===== src/rtl/reg_pkg.sv =====
// Shared defaults and address/data types for the unified general/float register file.
package reg_pkg;
  localparam int XLEN = 32;
  localparam int NREG = 16;
  localparam int AW   = $clog2(NREG);

  typedef struct packed {
    logic          fflag;
    logic [AW-1:0] num;
  } reg_addr_t;

  typedef logic [XLEN-1:0] reg_data_t;
endpackage


===== src/rtl/reg_file_sb_if.sv =====
// Decode/issue + writeback bus of the register file; master = pipeline, slave = reg_file_sb.
interface reg_file_sb_if #(
  parameter int XLEN = 32,
  parameter int NREG = 16,
  parameter int NRD  = 2
);
  localparam int AW = $clog2(NREG);

  logic                 wr_en;
  logic                 wr_fflag;
  logic [AW-1:0]        wr_num;
  logic [XLEN-1:0]      wr_data;
  logic [NRD-1:0]       rd_fflag;
  logic [NRD*AW-1:0]    rd_num;
  logic [NRD*XLEN-1:0]  rd_data;
  logic [NRD-1:0]       rd_busy;
  logic                 iss_valid;
  logic                 iss_fflag;
  logic [AW-1:0]        iss_num;
  logic                 iss_ready;

  modport master (
    output wr_en, wr_fflag, wr_num, wr_data, rd_fflag, rd_num,
    output iss_valid, iss_fflag, iss_num,
    input  rd_data, rd_busy, iss_ready
  );

  modport slave (
    input  wr_en, wr_fflag, wr_num, wr_data, rd_fflag, rd_num,
    input  iss_valid, iss_fflag, iss_num,
    output rd_data, rd_busy, iss_ready
  );
endinterface


===== src/rtl/reg_bank.sv =====
// One register bank: NREG x XLEN storage, busy scoreboard, one write port, NRD read ports.
// ZERO_EN makes entry 0 a hardwired zero that can never be written or reserved.
module reg_bank #(
  parameter int XLEN    = 32,
  parameter int NREG    = 16,
  parameter int NRD     = 2,
  parameter bit ZERO_EN = 1'b0,
  parameter int AW      = $clog2(NREG)
) (
  input  logic                clk,
  input  logic                rst,
  input  logic                i_wr_en,
  input  logic [AW-1:0]       i_wr_num,
  input  logic [XLEN-1:0]     i_wr_data,
  input  logic                i_set_en,
  input  logic [AW-1:0]       i_set_num,
  input  logic [NRD*AW-1:0]   i_rd_num,
  output logic [NRD*XLEN-1:0] o_rd_data,
  output logic [NRD-1:0]      o_rd_busy,
  output logic [NREG-1:0]     o_busy_vec
);
  logic [XLEN-1:0] r_mem [NREG];
  logic [NREG-1:0] r_busy;
  logic [NREG-1:0] w_busy_nxt;
  logic            w_wr_ok;

  assign w_wr_ok = i_wr_en && !(ZERO_EN && (i_wr_num == '0));

  // A reservation in the same cycle as the writeback overrides the clear.
  always_comb begin
    w_busy_nxt = r_busy;
    if (i_wr_en)  w_busy_nxt[i_wr_num]  = 1'b0;
    if (i_set_en) w_busy_nxt[i_set_num] = 1'b1;
    if (ZERO_EN)  w_busy_nxt[0]         = 1'b0;
  end

  always_ff @(posedge clk or posedge rst) begin
    if (rst) begin
      for (int i = 0; i < NREG; i++) r_mem[i] <= '0;
      r_busy <= '0;
    end else begin
      if (w_wr_ok) r_mem[i_wr_num] <= i_wr_data;
      r_busy <= w_busy_nxt;
    end
  end

  always_comb begin
    o_rd_data = '0;
    o_rd_busy = '0;
    for (int p = 0; p < NRD; p++) begin
      o_rd_data[p*XLEN +: XLEN] = r_mem[i_rd_num[p*AW +: AW]];
      o_rd_busy[p]              = r_busy[i_rd_num[p*AW +: AW]];
    end
  end

  assign o_busy_vec = r_busy;
endmodule


===== src/rtl/reg_file_sb.sv =====
// Unified general/float register file with result scoreboard; general r0 reads as zero.
// Define REGFILE_BYPASS_EN for write-to-read forwarding (0-cycle latency, busy drops same cycle).
module reg_file_sb #(
  parameter int XLEN = reg_pkg::XLEN,
  parameter int NREG = reg_pkg::NREG,
  parameter int NRD  = 2
) (
  input  logic          clk,
  input  logic          rst,
  reg_file_sb_if.slave  bus
);
  localparam int AW = $clog2(NREG);

  logic [NRD*XLEN-1:0] w_g_rd_data, w_f_rd_data, w_rd_data;
  logic [NRD-1:0]      w_g_rd_busy, w_f_rd_busy, w_rd_busy;
  logic [NREG-1:0]     w_g_busy, w_f_busy;
  logic                w_tgt_busy, w_wr_hit, w_iss_ready, w_set_en;

  // A writeback to the target frees it in time for a reservation on the same edge.
  assign w_tgt_busy  = bus.iss_fflag ? w_f_busy[bus.iss_num] : w_g_busy[bus.iss_num];
  assign w_wr_hit    = bus.wr_en && (bus.wr_fflag == bus.iss_fflag) && (bus.wr_num == bus.iss_num);
  assign w_iss_ready = !w_tgt_busy || w_wr_hit;
  assign w_set_en    = bus.iss_valid && w_iss_ready;

  reg_bank #(.XLEN(XLEN), .NREG(NREG), .NRD(NRD), .ZERO_EN(1'b1)) u_gen (
    .clk        (clk),
    .rst        (rst),
    .i_wr_en    (bus.wr_en && !bus.wr_fflag),
    .i_wr_num   (bus.wr_num),
    .i_wr_data  (bus.wr_data),
    .i_set_en   (w_set_en && !bus.iss_fflag),
    .i_set_num  (bus.iss_num),
    .i_rd_num   (bus.rd_num),
    .o_rd_data  (w_g_rd_data),
    .o_rd_busy  (w_g_rd_busy),
    .o_busy_vec (w_g_busy)
  );

  reg_bank #(.XLEN(XLEN), .NREG(NREG), .NRD(NRD), .ZERO_EN(1'b0)) u_flt (
    .clk        (clk),
    .rst        (rst),
    .i_wr_en    (bus.wr_en && bus.wr_fflag),
    .i_wr_num   (bus.wr_num),
    .i_wr_data  (bus.wr_data),
    .i_set_en   (w_set_en && bus.iss_fflag),
    .i_set_num  (bus.iss_num),
    .i_rd_num   (bus.rd_num),
    .o_rd_data  (w_f_rd_data),
    .o_rd_busy  (w_f_rd_busy),
    .o_busy_vec (w_f_busy)
  );

`ifdef REGFILE_BYPASS_EN
  logic w_wr_live;
  // Writes to general r0 are dropped, so they must not be forwarded either.
  assign w_wr_live = bus.wr_en && !(!bus.wr_fflag && (bus.wr_num == '0));
`endif

  always_comb begin
    w_rd_data = '0;
    w_rd_busy = '0;
    for (int p = 0; p < NRD; p++) begin
      if (bus.rd_fflag[p]) begin
        w_rd_data[p*XLEN +: XLEN] = w_f_rd_data[p*XLEN +: XLEN];
        w_rd_busy[p]              = w_f_rd_busy[p];
      end else begin
        w_rd_data[p*XLEN +: XLEN] = w_g_rd_data[p*XLEN +: XLEN];
        w_rd_busy[p]              = w_g_rd_busy[p];
      end
`ifdef REGFILE_BYPASS_EN
      if (w_wr_live && (bus.wr_fflag == bus.rd_fflag[p]) &&
          (bus.wr_num == bus.rd_num[p*AW +: AW])) begin
        w_rd_data[p*XLEN +: XLEN] = bus.wr_data;
        w_rd_busy[p]              = 1'b0;
      end
`endif
    end
  end

  assign bus.rd_data   = w_rd_data;
  assign bus.rd_busy   = w_rd_busy;
  assign bus.iss_ready = w_iss_ready;
endmodule

===== src/flat_wrapper.sv =====
// flat-port wrapper written by rule: the top's interface ports become plain ports
module reg_file_sb_flat 
#(
  parameter int XLEN = reg_pkg::XLEN,
  parameter int NREG = reg_pkg::NREG,
  parameter int NRD  = 2
)
  (clk, rst, bus_wr_en, bus_wr_fflag, bus_wr_num, bus_wr_data, bus_rd_fflag, bus_rd_num, bus_iss_valid, bus_iss_fflag, bus_iss_num, bus_rd_data, bus_rd_busy, bus_iss_ready);
  reg_file_sb_if #(.XLEN(XLEN), .NREG(NREG), .NRD(NRD)) bus_i ();
  input  logic clk;
  input  logic rst;
  input wire logic [$bits(bus_i.wr_en)-1:0] bus_wr_en;
  input wire logic [$bits(bus_i.wr_fflag)-1:0] bus_wr_fflag;
  input wire logic [$bits(bus_i.wr_num)-1:0] bus_wr_num;
  input wire logic [$bits(bus_i.wr_data)-1:0] bus_wr_data;
  input wire logic [$bits(bus_i.rd_fflag)-1:0] bus_rd_fflag;
  input wire logic [$bits(bus_i.rd_num)-1:0] bus_rd_num;
  input wire logic [$bits(bus_i.iss_valid)-1:0] bus_iss_valid;
  input wire logic [$bits(bus_i.iss_fflag)-1:0] bus_iss_fflag;
  input wire logic [$bits(bus_i.iss_num)-1:0] bus_iss_num;
  output wire logic [$bits(bus_i.rd_data)-1:0] bus_rd_data;
  output wire logic [$bits(bus_i.rd_busy)-1:0] bus_rd_busy;
  output wire logic [$bits(bus_i.iss_ready)-1:0] bus_iss_ready;
  assign bus_i.wr_en = bus_wr_en;
  assign bus_i.wr_fflag = bus_wr_fflag;
  assign bus_i.wr_num = bus_wr_num;
  assign bus_i.wr_data = bus_wr_data;
  assign bus_i.rd_fflag = bus_rd_fflag;
  assign bus_i.rd_num = bus_rd_num;
  assign bus_i.iss_valid = bus_iss_valid;
  assign bus_i.iss_fflag = bus_iss_fflag;
  assign bus_i.iss_num = bus_iss_num;
  assign bus_rd_data = bus_i.rd_data;
  assign bus_rd_busy = bus_i.rd_busy;
  assign bus_iss_ready = bus_i.iss_ready;
  reg_file_sb #(.XLEN(XLEN), .NREG(NREG), .NRD(NRD)) u_core (.clk(clk), .rst(rst), .bus(bus_i));
endmodule

===== config.mk =====
export PLATFORM = sky130hd
export DESIGN_NAME = reg_file_sb_flat
export DESIGN_NICKNAME = d
export VERILOG_FILES = /design/src/rtl/reg_pkg.sv /design/src/rtl/reg_file_sb_if.sv /design/src/rtl/reg_bank.sv /design/src/rtl/reg_file_sb.sv /design/src/flat_wrapper.sv
export SDC_FILE = /design/constraint.sdc
export NUM_CORES = 2
export LEC_CHECK = 0
export BUFFER_PORTS_ARGS = -buffer_cell sky130_fd_sc_hd__buf_2
export CORE_AREA = 5 5 328 395
export DETAILED_ROUTE_END_ITERATION = 6
export DIE_AREA = 0 0 333 400
export REMOVE_ABC_BUFFERS = 1
export SYNTH_ARGS = -nofsm -noshare
export SYNTH_HDL_FRONTEND = slang
export SYNTH_SLANG_ARGS = --single-unit
export TNS_END_PERCENT = 20

===== constraint.sdc =====
create_clock -name clk -period 31.3 [get_ports clk]
set_clock_uncertainty 0.1 [all_clocks]
set_input_delay 1.565 -clock clk [delete_from_list [all_inputs] [get_ports clk]]
set_output_delay 1.565 -clock clk [all_outputs]
set_load 0.05 [all_outputs]

==> flow_summary.yaml <==
placed_design:
  portBuffers: 122
  place_inst: 4777
  hpwl_um: 88600
  gp_congestion: 0.769
sta:
  whs_ns: 0.295
  tightest_slew_ns: 1.48
  max_freq_mhz: 124
  fin_crit_sh: 0.258
  rsz0062_at_grt: "no"
  period_needed_ns: 8.06
  finalHoldViolations: 0
  setup_viol: 0
  finalMaxSlewViolations: 0
  relSlewSlack: 0.0121
power:
  switchingPower_mw: 1.15
  power_mw: 4.16
  power_density_nw_per_um2: 67.7
  power.leakage_nw: 26.2
  intPower_mw: 3.01
  pwr-share-seq: 0.438
  power_frac_clock: 0.340
  p_comb_frac: 0.222
  switching_share: 0.276
  vdd_drop_max_mv: 0.0435
clock_network:
  post_cts_buffers: 0
  htree_num_levels: 3
  cts_tree: "done"
  cts_hold_buffers: 0
  root_buffer: "clkbuf_16"
  cts_buffers: 111
  clkLatencyLatePin_ns: 0.70
  clkSinkCount: 1055
  cts_resized: 0
  clockBufferDepth: 3
  clk_pin_slew_ns: 0.06
yosys:
  syn_avg_cell_area_um2: 16.8
  yosysSeqAreaShare: 0.472
  yosysTopAreaCell: "dfrtp_1"
  synthCells: 3333
  synth_edf_count: 0
  synth_warnings: 0
  async_flop_share: 1.00
  yosysUniqueCellTypes: 37
  syn-cell-area_um2: 55900
  synth_top_area_share: 0.472
  ys_ff_latch: 1055
  ys.flop_type: "dfrtp_1"
  synthTopCellsByArea: "dfrtp_1 47%, mux4_2 27%, mux2_2 21%"
status:
  outcome: "completed"
finish:
  layout_commonest_cell: "mux2_2"
  fin_util: 0.490
  most-common-layout-cells: "1063 x mux2_2, 1055 x dfrtp_1, 662 x mux4_2"
  fin_cells: 4981
  fin_nets: 3279
  layout-drive-gt1-share: 0.636
  area_growth_pct: 9.92
floorplanning:
  rows: 143
  fp.dieArea_um2: 133000
  pin_count: 123
  die_y_um: 400
  start_util: 0.445
  core_region_area_um2: 126000
  die_w_um: 333
hold_path:
  min_path_type: "reg -> reg"
  whs_path_depth: 0
detailed_routing:
  wirelength_um: 166000
  drcViolationCount: 0
  drtPass1Iterations: 5
  postRouteAntennaNets: 0
  wire_per_inst_um: 33.3
  viasPerCell: 6.54
  drt-initial-drc-count: 2764
  vias: 32600
critical_path:
  arrival_ns: 6.40
  ff2ff_path_depth: 7
  critical_path_required_ns: 29.64
  cp_max_fo: 49
  startpoint_type: "primary input"
  critPathCaptureType: "primary output"
  critical_path_class: "in -> out"
global_routing:
  grt_pass1_vias: 35800
  grt_pass1_wl_um: 248000
  gr-total-overflow: 0
  antenna_found_initial: 8
  grt_max_degree: 191
  grtUsageTotal: 0.250
run:
  drv_cap: 0
==> state kept, by name, summed over array words and instances (netlist names) <==
register,flops
u_core.u_flt.r_mem,512
u_core.u_gen.r_mem,512
u_core.u_flt.o_busy_vec,16
u_core.u_gen.o_busy_vec,15
==> through the flow <==
step / setup TNS (ns) / setup slack [ns] / cell area [um2]
5_1_grt: 0 / 22.74 / 61500
2_1_floorplan: -63.74 / -0.0604 / 54300
3_3_place_gp: 0 / 23.08 / 57600
3_5_place_dp: 0 / 23.03 / 57600
6_report: 0 / 23.24 / 61500
4_1_cts: 0 / 23.02 / 61500
==> power by group through the flow <==
stage / Combinational [mW] / Sequential [mW] / Clock, mW
detailed placement: 0.930 / 1.84 / 0
global placement: 0.902 / 1.80 / 0
global route: 0.983 / 1.85 / 1.49
finish: 0.925 / 1.82 / 1.41
floorplan: 0.708 / 1.77 / 0
CTS: 0.933 / 1.82 / 1.44
==> layer usage <==
metal | routed length [um] | vias up | track usage
li1 | - | 12900 | -
met1 | 68200 | 18200 | 0.339
met2 | 81800 | 1159 | 0.417
met3 | 10600 | 313 | 0.0455
met4 | 5120 | 4 | 0.0737
met5 | 28 | - | 0
==> path summary, 6_finish.rpt <==
| path | from | endpoint | slack [ns] |
|---|---|---|---|
| setup / recovery | bus_rd_num[4] | bus_rd_data[57] | 23.24 |
| hold / removal | u_core.u_gen.r_mem[483]$_DFFE_PP0P_ | u_core.u_gen.r_mem[483]$_DFFE_PP0P_ | 0.30 |
| setup reg to reg | u_core.u_gen.o_busy_vec[15]$_DFF_PP0_ | u_core.u_gen.o_busy_vec[1]$_DFF_PP0_ | 29.06 |
| hold reg to reg | u_core.u_gen.r_mem[483]$_DFFE_PP0P_ | u_core.u_gen.r_mem[483]$_DFFE_PP0P_ | 0.30 |
| max in group asynchronous | rst | u_core.u_gen.r_mem[404]$_DFFE_PP0P_ | 27.04 |
| min in group asynchronous | rst | u_core.u_gen.r_mem[362]$_DFFE_PP0P_ | 0.89 |
==> synthesized netlist by cell type (2+ instances only) <==
master / count
and2_1: 8
buf_1: 75
and3_1: 2
buf_2: 69
mux4_2: 662
a22o_1: 4
nor3_1: 8
a41o_1: 2
inv_1: 14
or3_1: 3
mux2i_1: 5
dfrtp_1: 1055
nand2_1: 24
nor2_1: 21
nor2b_1: 9
xor2_1: 4
nand2b_1: 9
or2_2: 2
clkbuf_1: 228
a32o_1: 25
buf_4: 16
buf_6: 8
mux2_2: 1063
o21ai_0: 4
==> cell families after synthesis <==
kind of cell,synth area share
simple gates,0.00805
flops,0.472
mux,0.481
buf+inv,0.0312
compound gates,0.00669
xor+xnor,0.000783
==> worst max-delay path: stages <==
cell    delay [ns]
buf_8         0.46
buf_4         0.80
buf_4         0.85
buf_4         0.89
mux4_2        0.61
mux4_2        0.49
mux2_2        0.31
buf_2         0.22
==> area by class of cell <==
class	count	area, um2
fillers	10400	64100
repair buffers	173	1070
clock buffers	160	3180
inverters	14	60.1
clock inverters	42	674
well taps	1667	2090
flip-flops and latches	1055	26400
diodes	2	5.00
multi-input cells	1868	28000
(Power assumes the default switching activity.)
